<file path="config.mk">
export PLATFORM = sky130hd
export DESIGN_NAME = hazard_controller
export DESIGN_NICKNAME = d
export VERILOG_FILES = /design/src/rtl/hazard_controller.sv
export SDC_FILE = /design/constraint.sdc
export NUM_CORES = 1
export LEC_CHECK = 0
export CORE_AREA = 2 2 69 71
export DETAILED_ROUTE_END_ITERATION = 7
export DIE_AREA = 0 0 71 73
export PLACE_DENSITY = 0.77
export SLEW_MARGIN = 20
export SYNTH_ARGS = -nofsm -noshare
export SYNTH_HDL_FRONTEND = slang
export SYNTH_SLANG_ARGS = --single-unit
</file>
<file path="constraint.sdc">
create_clock -name clk -period 2.5 [get_ports clk]
set_input_delay 0.5 -clock clk [delete_from_list [all_inputs] [get_ports clk]]
set_output_delay 0.5 -clock clk [all_outputs]
set_load 0.02 [all_outputs]
</file>
<file path="src/rtl/hazard_controller.sv">
// Hazard control for the 5-stage core: forwarding, load-use/branch stalls and flushes, memory-wait FSM.
// Optional performance counters are built when HAZARD_PERF_CNT_EN is defined.
module hazard_controller #(
    parameter int TIMEOUT_CYCLES = 16,
    parameter int CNT_W          = 32
) (
    input  logic             clk,
    input  logic             rst,
    input  logic [4:0]       Rs1D,
    input  logic [4:0]       Rs2D,
    input  logic [4:0]       Rs1E,
    input  logic [4:0]       Rs2E,
    input  logic [4:0]       RdE,
    input  logic [1:0]       ResultSrcE,
    input  logic             PCSrcE,
    input  logic [4:0]       RdM,
    input  logic             RegWriteM,
    input  logic [4:0]       RdW,
    input  logic             RegWriteW,
    input  logic             MemReqM,
    input  logic             MemReadyM,
    output logic [1:0]       ForwardAE,
    output logic [1:0]       ForwardBE,
    output logic             StallF,
    output logic             StallD,
    output logic             StallE,
    output logic             StallM,
    output logic             FlushD,
    output logic             FlushE,
    output logic             FlushW,
    output logic             MemTimeout,
    output logic [CNT_W-1:0] StallCount,
    output logic [CNT_W-1:0] FlushCount
);

    localparam int WCW = $clog2(TIMEOUT_CYCLES + 1);

    typedef enum logic [1:0] {
        RUN      = 2'd0,
        MEM_WAIT = 2'd1,
        FAULT    = 2'd2
    } state_e;

    state_e         state_q, state_d;
    logic [WCW-1:0] wait_cnt_q, wait_cnt_d;
    logic           timeout_q, timeout_d;
    logic           lw_stall;
    logic           mem_stall;

    // M-stage result is newer than W-stage, so it wins.
    function automatic logic [1:0] fwd_sel(
        input logic [4:0] rs,
        input logic [4:0] rd_m,
        input logic       we_m,
        input logic [4:0] rd_w,
        input logic       we_w
    );
        logic [1:0] sel;
        sel = 2'b00;
        if (we_m && (rd_m != 5'd0) && (rd_m == rs)) begin
            sel = 2'b10;
        end else if (we_w && (rd_w != 5'd0) && (rd_w == rs)) begin
            sel = 2'b01;
        end
        return sel;
    endfunction

    always_comb begin
        ForwardAE = fwd_sel(Rs1E, RdM, RegWriteM, RdW, RegWriteW);
        ForwardBE = fwd_sel(Rs2E, RdM, RegWriteM, RdW, RegWriteW);
    end

    assign lw_stall = (ResultSrcE == 2'b01) && (RdE != 5'd0) &&
                      ((RdE == Rs1D) || (RdE == Rs2D));

    always_ff @(posedge clk) begin
        if (!rst) begin
            state_q    <= RUN;
            wait_cnt_q <= '0;
            timeout_q  <= 1'b0;
        end else begin
            state_q    <= state_d;
            wait_cnt_q <= wait_cnt_d;
            timeout_q  <= timeout_d;
        end
    end

    always_comb begin
        state_d    = state_q;
        wait_cnt_d = wait_cnt_q;
        timeout_d  = timeout_q;
        unique case (state_q)
            RUN: begin
                if (MemReqM && !MemReadyM) begin
                    state_d    = MEM_WAIT;
                    wait_cnt_d = WCW'(1);
                end
            end
            MEM_WAIT: begin
                if (MemReadyM) begin
                    state_d    = RUN;
                    wait_cnt_d = '0;
                end else if (wait_cnt_q == WCW'(TIMEOUT_CYCLES - 1)) begin
                    state_d   = FAULT;
                    timeout_d = 1'b1;
                end else begin
                    wait_cnt_d = wait_cnt_q + WCW'(1);
                end
            end
            FAULT: begin
                state_d = FAULT;
            end
            default: begin
                state_d    = RUN;
                wait_cnt_d = '0;
            end
        endcase
    end

    // Ready releases the stall in the same cycle it arrives.
    always_comb begin
        mem_stall = 1'b0;
        unique case (state_q)
            RUN:      mem_stall = MemReqM && !MemReadyM;
            MEM_WAIT: mem_stall = !MemReadyM;
            FAULT:    mem_stall = 1'b1;
            default:  mem_stall = 1'b0;
        endcase
    end

    // A frozen E/M must not be flushed; a held branch re-resolves later.
    always_comb begin
        StallF     = lw_stall | mem_stall;
        StallD     = lw_stall | mem_stall;
        StallE     = mem_stall;
        StallM     = mem_stall;
        FlushW     = mem_stall;
        FlushD     = PCSrcE & ~mem_stall;
        FlushE     = (lw_stall | PCSrcE) & ~mem_stall;
        MemTimeout = timeout_q;
    end

`ifdef HAZARD_PERF_CNT_EN
    logic [CNT_W-1:0] stall_cnt_q, stall_cnt_d;
    logic [CNT_W-1:0] flush_cnt_q, flush_cnt_d;

    always_comb begin
        stall_cnt_d = stall_cnt_q;
        flush_cnt_d = flush_cnt_q;
        if (StallF && (stall_cnt_q != '1)) begin
            stall_cnt_d = stall_cnt_q + CNT_W'(1);
        end
        if (FlushE && (flush_cnt_q != '1)) begin
            flush_cnt_d = flush_cnt_q + CNT_W'(1);
        end
    end

    always_ff @(posedge clk) begin
        if (!rst) begin
            stall_cnt_q <= '0;
            flush_cnt_q <= '0;
        end else begin
            stall_cnt_q <= stall_cnt_d;
            flush_cnt_q <= flush_cnt_d;
        end
    end

    assign StallCount = stall_cnt_q;
    assign FlushCount = flush_cnt_q;
`else
    assign StallCount = '0;
    assign FlushCount = '0;
`endif

endmodule

</file>
==> results.ini, run 1 <==
[final_layout]
final.fill_count = 464
seqCellArea_sq_um = 160
insertedDiodeCount = 0
instances_no_fill = 301
final_design_area_no_fill_sq_um = 1950
final_core_utilization_pct = 43.0
area_of_combinational_cells_with_multiple_inputs_sq_um = 1010
drive_gt1_share_pct = 18.6
layout.nets = 295
areaGrowthSynthToFinish_pct = 43.2

[floorplanning]
ios = 120
dieHeight_um = 73
rows = 25
dieWidth_um = 71
floorplan.die_area_sq_um = 5180
initial_core_util_pct = 30.0
design.core.area_sq_um = 4540

[clocking]
clk_root_buffer_cell = clkbuf_8
total_clock_buffers_created_by_cts = 3
clock_sink_count = 8
insertion_delay_ps = 230
cts_htree_levels = 1
post_cts_hold_buffer_count = 0
cts_max_path_buffers = 2
tritoncts = yes
worst_setup_hold_path_clk_slew_ps = 40

[yosys]
synth_flop_type = dfxtp_1
synthesis.area_sq_um = 1360
postSynthRegisterBits = 8
synth_area_per_inst_sq_um = 7.79
synthDistinctLibCells = 39
synth_edf_count = 0
proportion_of_synthesized_flip_flops_having_asynchronous_set_or_reset_pct = 0
synth-warning-count = 0
synth.yosys.seq_area_share_pct = 11.8
synthesis.instances = 175

[critical_path]
crit_path_end_kind = output pin
timing.critical_path.cells = dlygate4sd2_1 > xor2_1 > or4_4 > nor4_4 > buf_4
setup.worst_path.class = in2out
path_max_fanout = 3
critical_path.slowest_cell = or4_4
setup.worst_path.start_class = input port
cp_data_required_time_ps = 2000
worst_path_largest_cell_delay_ps = 560
worstPathArrival_ps = 1970

[global_routing]
globalRoute.totalOverflow = 0
grt.total_usage_pct = 11.6
grt_start_max_net_pins = 12
grt_pass1_wl_mm = 4.75
first_global_vias = 1143
grt_antenna_before_repair = 0

[place]
dp_hpwl_mm = 2.55
dp_cells = 297
post-place-ws_ps = -592
weighted_congestion_reported_at_the_end_of_routability_driven_placement = 0.886
buffer_ports.inserted = 55
post_dp_cell_area_sq_um = 1850

[sta]
slew_violations = 0
fin_worst_hold_slack_ps = 470
final.min_clock_period_ps = 2470
setup_total_negative_slack_ps = 0
grt_setup_unrepaired = true
hold_violations = 0
setup_viol = 0
setup_slack_ps = 29.1
timing.clock.skew_ps = 0.508
fmax_mhz = 405
post-route-period-util_pct = 98.8

[detailed_routing]
route.vias.total = 1221
detail-route-antenna-nets = 0
wirelength_mm = 3.21
detailedRoute.firstPassIterationCount = 4
wire_per_inst_um = 10.7
vias_per_cell = 4.06
drcViolationCount = 0
drt_iter0_drc = 11

[power]
leakage_power_of_the_design_nw = 0.920
total_power_uw = 601
vdd.ir_drop.worst_mv = 0.137
power-per-cell-area_nw_per_um2 = 308

[flow_run]
max-cap-violations = 0

[hold_path]
worstHoldPathType = reg2reg

[outcome]
status = finished, final reports clean

[layout make-up]
| type | instances | share of cell area, % |
|---|---|---|
| inverters | 3 | 0.577 |
| clock buffers | 3 | 2.12 |
| multi-input cells | 159 | 51.9 |
| repair buffers | 74 | 33.7 |
| flip-flops and latches | 8 | 8.21 |
| well taps | 54 | 3.46 |
[state kept, by name (all words and copies together) (netlist names)]
signal      count
wait_cnt_q      5
MemTimeout      1
state_q         2
[layer usage]
| metal | vias to the layer above | GRT usage [%] | routed length (um) |
|---|---|---|---|
| li1 | 602 | - | - |
| met1 | 528 | 11.0 | 998 |
| met2 | 84 | 21.1 | 1690 |
| met3 | 7 | 4.56 | 444 |
| met4 | 0 | 6.92 | 79 |
| met5 | - | 0 | 0 |
[critical path, delay by kind of cell]
kind	cells	cell delay [ps]
xor gates and xnor gates	1	170
and+or+nand+nor	2	840
buffers and inverters	2	470
[what timing repair did]
item / in CTS / in global routing
setup buffers: 1 / 1
setup endpoints to repair: 11 / 5
gates resized for setup: 57 / 23
pin swaps: 5 / 7
[cells in the final DEF (no fill, tap or decap), drive strengths merged, types with 2 or more instances in the layout]
master,count
conb,64
clkdlybuf4s50,28
xor2,25
buf,24
dlygate4sd2,12
dfxtp,8
nand2,8
nor2,7
xnor2,6
clkbuf,6
o21ai,5
nor4,4
or4,4
clkdlybuf4s15,4
inv,3
nand3,3
dlymetal6s2s,3
nor3,3
a21oi,3
or2,2
and3,2
nand4b,2
a21boi,2
o221ai,2
o21a,2
ha,2
[kinds of logic after synthesis]
kind of cell / share of synthesized area, %
AOI/OAI and AO/OA: 9.46
xor gates and xnor gates: 19.9
adders and majority gates: 1.84
buffers and inverters: 38.0
DFF: 11.8
other: 0.275
and+or+nand+nor: 18.7
[final timing paths]
kind	startpoint	slack (ps)	end	depth (start not counted)
worst max-delay path	RdW[0]	30	ForwardAE[0]	5
worst min-delay path	wait_cnt_q[4]$_SDFFE_PN0P_	470	wait_cnt_q[4]$_SDFFE_PN0P_	2
worst max register to register	wait_cnt_q[0]$_SDFFE_PN0P_	610	wait_cnt_q[3]$_SDFFE_PN0P_	7
worst min register to register	wait_cnt_q[4]$_SDFFE_PN0P_	470	wait_cnt_q[4]$_SDFFE_PN0P_	2
[Yosys cell counts, drive strengths merged, types with 2 or more instances]
cell type | instances | area [sq um]
nor3 | 3 | 15.0
o21a | 2 | 15.0
ha | 2 | 25.0
nand4b | 2 | 17.5
nor2 | 7 | 26.3
o21ai | 5 | 28.8
dfxtp | 8 | 160
xnor2 | 6 | 52.6
a21boi | 2 | 15.0
o221ai | 2 | 17.5
or2 | 2 | 12.5
a21oi | 3 | 15.0
xor2 | 25 | 219
or4 | 4 | 33.8
nand3 | 3 | 15.0
inv | 3 | 11.3
nand2 | 8 | 30.0
nor4 | 4 | 37.5
and3 | 2 | 12.5
buf | 67 | 503
[power by group]
part	internal, mW	leakage [nW]	switching, mW
sequential	0.131	0.0648	0.00264
combinational	0.123	0.834	0.186
clock	0.105	0.0216	0.0534
(Power assumes the default switching activity.)
==> run 2, diff against run 1 <==
--- a/config.mk
+++ b/config.mk
@@ -8,6 +8,7 @@
 export CORE_AREA = 2 2 69 71
 export DETAILED_ROUTE_END_ITERATION = 7
 export DIE_AREA = 0 0 71 73
+export HOLD_SLACK_MARGIN = 0.12
 export PLACE_DENSITY = 0.77
 export SLEW_MARGIN = 20
 export SYNTH_ARGS = -nofsm -noshare
==> results of run 2 <==
The final DEF is identical to that of run 1; final timing and power are the same.
==> edit 1: new RTL, settings of run 1 <==
The parameter `CNT_W` goes from 32 to 40.
--- a/src/rtl/hazard_controller.sv
+++ b/src/rtl/hazard_controller.sv
@@ -2,7 +2,7 @@
 // Optional performance counters are built when HAZARD_PERF_CNT_EN is defined.
 module hazard_controller #(
     parameter int TIMEOUT_CYCLES = 16,
-    parameter int CNT_W          = 32
+    parameter int CNT_W          = 40
 ) (
     input  logic             clk,
     input  logic             rst,
Ports: changed (resized FlushCount and StallCount); port bits go from 120 to 136. No check against the original RTL was run, so the function may have changed too.
==> edit 1 against run 1 <==
Clock power shrank 5%. Synthesized area grew 8.8%. Cell area grew 2.8%. Wire length grew 0.81%. Non-clock buffer count grew 1. Total power grew 2.2%. Worst setup slack lost 0.012 ns. Critical path depth grew 1. Maximum frequency shrank 0.46%. Hold slack lost 0.0074 ns. Sequential cell count is the same.
==> edit 1: results (changes against run 1) <==
final_layout:
  layout.filler_cells: 452  # -2.6%
  clock_area_share_pct: 2.059  # -0.058 points
  stdcell_count: 318  # +5.6%
  nMultiInputCombCells: 175  # +10%
  bufAreaShareNonClock_pct: 33.13  # -0.61 points
  drive_gt1_share_pct: 18.18  # -0.44 points
  postLayoutCoreUtil_pct: 44.22  # +1.2 points
placed_design:
  routabilityCongestion: 0.8896  # +0.45%
  dpl.cell_count: 314  # +5.7%
  post_dp_cell_area_mm2: 0.001913  # +3.7%
  dp_hpwl_mm: 2.698  # +6.0%
logic_synthesis:
  synth_xor_area_share_pct: 18.31  # -1.6 points
  ys_seq_area_share_pct: 10.80  # -0.95 points
  postSynthCellCount: 191  # +9.1%
  synth_compound_area_share_pct: 8.692  # -0.77 points
  synthAdderAreaFrac_pct: 1.688  # -0.15 points
critical_path:
  critPathMaxFanout: 2  # -1
drt:
  drt_iter0_markers: 22  # +11
  wl_met2_mm: 1.725  # +2.0%
  wl_met1_mm: 1.047  # +4.9%
  vias_per_cell: 3.994  # -1.5%
global_route:
  track_usage_pct: 11.74  # +0.18 points
  grt_pass1_wl_mm: 4.836  # +1.9%
  grt_pass1_vias: 1149  # +0.52%
sta:
  finalHoldWorstSlack_ns: 0.4625  # -0.007428 ns
  skew_ns: 0.003391  # +0.002884 ns
pwr:
  p_leak_nw: 0.9526  # +3.5%
clocking:
  cts_resized: 60  # +5.3%
outcome:
  status: "finished, final reports clean"
[edit 1: worst max-delay path by stage]
| stage | start | endpoint | slack (ns) | cells past startpoint |
|---|---|---|---|---|
| 2_1_floorplan | RdM[1] | ForwardAE[0] | 0.17 | 4 |
| 3_5_place_dp | RdM[3] | ForwardAE[0] | -0.68 | 6 |
| 5_1_grt | RdW[2] | ForwardAE[0] | -0.05 | 6 |
| 3_3_place_gp | RdM[3] | ForwardAE[0] | -0.66 | 6 |
| 4_1_cts | RdE[1] | StallF | 0.0009 | 6 |
| 6_report | RdW[2] | ForwardAE[0] | 0.02 | 6 |
[edit 1: power groups by stage]
stage | Clock [mW] | Combinational (mW) | Sequential (mW)
finish | 0.150 | 0.331 | 0.134
floorplan | 0 | 0.281 | 0.135
detailed placement | 0 | 0.320 | 0.136
global route | 0.167 | 0.356 | 0.134
CTS | 0.155 | 0.323 | 0.134
global placement | 0 | 0.316 | 0.136
==> edit 2: new RTL, config.mk and constraints of run 1 <==
Made on the original files. Encoding of `state_e`: now one-hot (3 bits for 3 states).
--- a/src/rtl/hazard_controller.sv
+++ b/src/rtl/hazard_controller.sv
@@ -35,10 +35,10 @@
 
     localparam int WCW = $clog2(TIMEOUT_CYCLES + 1);
 
-    typedef enum logic [1:0] {
-        RUN      = 2'd0,
-        MEM_WAIT = 2'd1,
-        FAULT    = 2'd2
+    typedef enum logic [2:0] {
+        RUN      = 3'b001,
+        MEM_WAIT = 3'b010,
+        FAULT    = 3'b100
     } state_e;
 
     state_e         state_q, state_d;
Function: same outputs for any inputs over 10 cycles, from zero or initial values and one cycle with rst low; not proved beyond that.
==> edit 2 against run 1 <==
Cell area increased by 1.1%. Final cell count up 3.3%. Maximum frequency rose by 2.4%. Worst setup slack gained 0.058 ns. Synthesized area increased by 2.6%. Wire length grew 2.4%. Non-clock buffer count is 4 higher. Sequential cell count increased by 1. Total power grew 4.4%. Combinational power fell by 2%. Hold slack got worse by 0.0018 ns. Largest power group unchanged. Highest routed layer unchanged.
==> edit 2: results (changes against run 1) <==
critical_path:
  r2r_start: "wait_cnt_q[0]$_SDFFE_PN0P_"
  crit_family: "buffers and inverters"
  crit_path_top_delay_cell: "clkdlybuf4s50_1"
  critPathLaunch: "MemReadyM"
  r2r_slack_ns: 0.82  # +0.21 ns
  crit_end: "StallM"
  critPathMaxFanout: 6  # +3
  critical-path-max-stage-delay_ns: 0.42  # -0.14 ns
  worstPathArrival_ns: 1.91  # -0.06 ns
placed_design:
  post-place-ws_ns: -0.6928  # -0.1005 ns
  dpl.cell_count: 305  # +2.7%
  routabilityCongestion: 0.8381  # -5.4%
  dp_hpwl_mm: 2.823  # +11%
clocking:
  cts_buffer_depth: 2  # unchanged
  cts_resized: 71  # +25%
  clock_latency_ns: 0.24
  htreeDepth: 1  # unchanged
  cts_setup_buffers: 2  # +1
  cts_root_buf: "clkbuf_8"
logic_synthesis:
  synth_xor_area_share_pct: 18.80  # -1.1 points
  synthAdderAreaFrac_pct: 1.791  # -0.046 points
  synth_area_per_cell_um2: 7.764  # -0.28%
  ys_seq_area_share_pct: 12.89  # +1.1 points
  yosys-top-cells-count: "buf_4 (67), xor2_1 (18), xnor2_1 (12)"
  synth_compound_area_share_pct: 10.21  # +0.75 points
  synth_cell_types: 33  # -15%
  synth.area.top_cells: "buf_4 (36%), dfxtp_1 (13%), xor2_1 (11%)"
global_route:
  grt_pass1_wl_mm: 4.974  # +4.8%
  grt_max_degree: 11  # -1
  track_usage_pct: 12.04  # +0.48 points
  grt-ovfl-total: 0  # unchanged
  grt_pass1_vias: 1180  # +3.2%
final_layout:
  seq_cells: 9  # +1
  clock_area_share_pct: 2.284  # +0.17 points
  bufAreaShareNonClock_pct: 34.07  # +0.33 points
  fin_nets: 304  # +3.1%
  nonClockInverterCount: 5  # +2
  seq_share_pct: 9.137  # +0.93 points
  num-clock-buffers: 4  # +1
  antennaDiodeCount: 0  # unchanged
  nMultiInputCombCells: 161  # +1.3%
  multi_input_area_share_pct: 50.13  # -1.8 points
  drive_gt1_share_pct: 21.79  # +3.2 points
  layout.filler_cells: 471  # +1.5%
  buffers: 78  # +5.4%
drt:
  wl_mm: 3.290  # +2.4%
  drt_iter0_markers: 30  # +19
  num_vias: 1276  # +4.5%
  vias_per_cell: 4.103  # +1.1%
sta:
  skew_ns: 0.001928  # +0.001421 ns
  finalHoldWorstSlack_ns: 0.4681  # -0.001835 ns
  max_freq_mhz: 414.4  # +2.4%
pwr:
  p_leak_nw: 0.9500  # +3.2%
  ir_worst_vdd_mv: 0.1435  # +4.7%
hold_path:
  worstHoldStart: "wait_cnt_q[3]$_SDFFE_PN0P_"
  hold_depth: 1  # -1
  min_to: "wait_cnt_q[3]$_SDFFE_PN0P_"
outcome:
  status: "finished, final reports clean"
-- edit 2: cell types whose count changed after synthesis, moves of 3 or more --
cell	change
a21oi_1	+7
nand2_1	-6
nand3_1	+3
xnor2_1	+6
xor2_1	-7
-- edit 2: routing by layer --
| layer | track usage (%) | wire length [µm] | vias to the layer above |
|---|---|---|---|
| met1 | 10.67 | 1045 | 575 |
| met5 | 0 | 0 | - |
| li1 | - | - | 620 |
| met2 | 25.55 | 1901 | 73 |
| met4 | 5.660 | 82 | 0 |
| met3 | 2.210 | 260 | 8 |
-- edit 2: stage by stage --
step	TNS (ns)	util (%)	cell area (µm²)
2_1_floorplan	0	-	1634
3_3_place_gp	-4.750	41.96	1903
3_5_place_dp	-4.899	41.96	1903
4_1_cts	0	43.12	1956
5_1_grt	0	43.48	1972
6_report	0	43.48	1972
-- edit 2: power by group --
part | internal (mW) | switching [mW] | leakage, nW
clock | 0.111 | 0.0612 | 0.0228
sequential | 0.147 | 0.00411 | 0.0730
combinational | 0.123 | 0.181 | 0.854
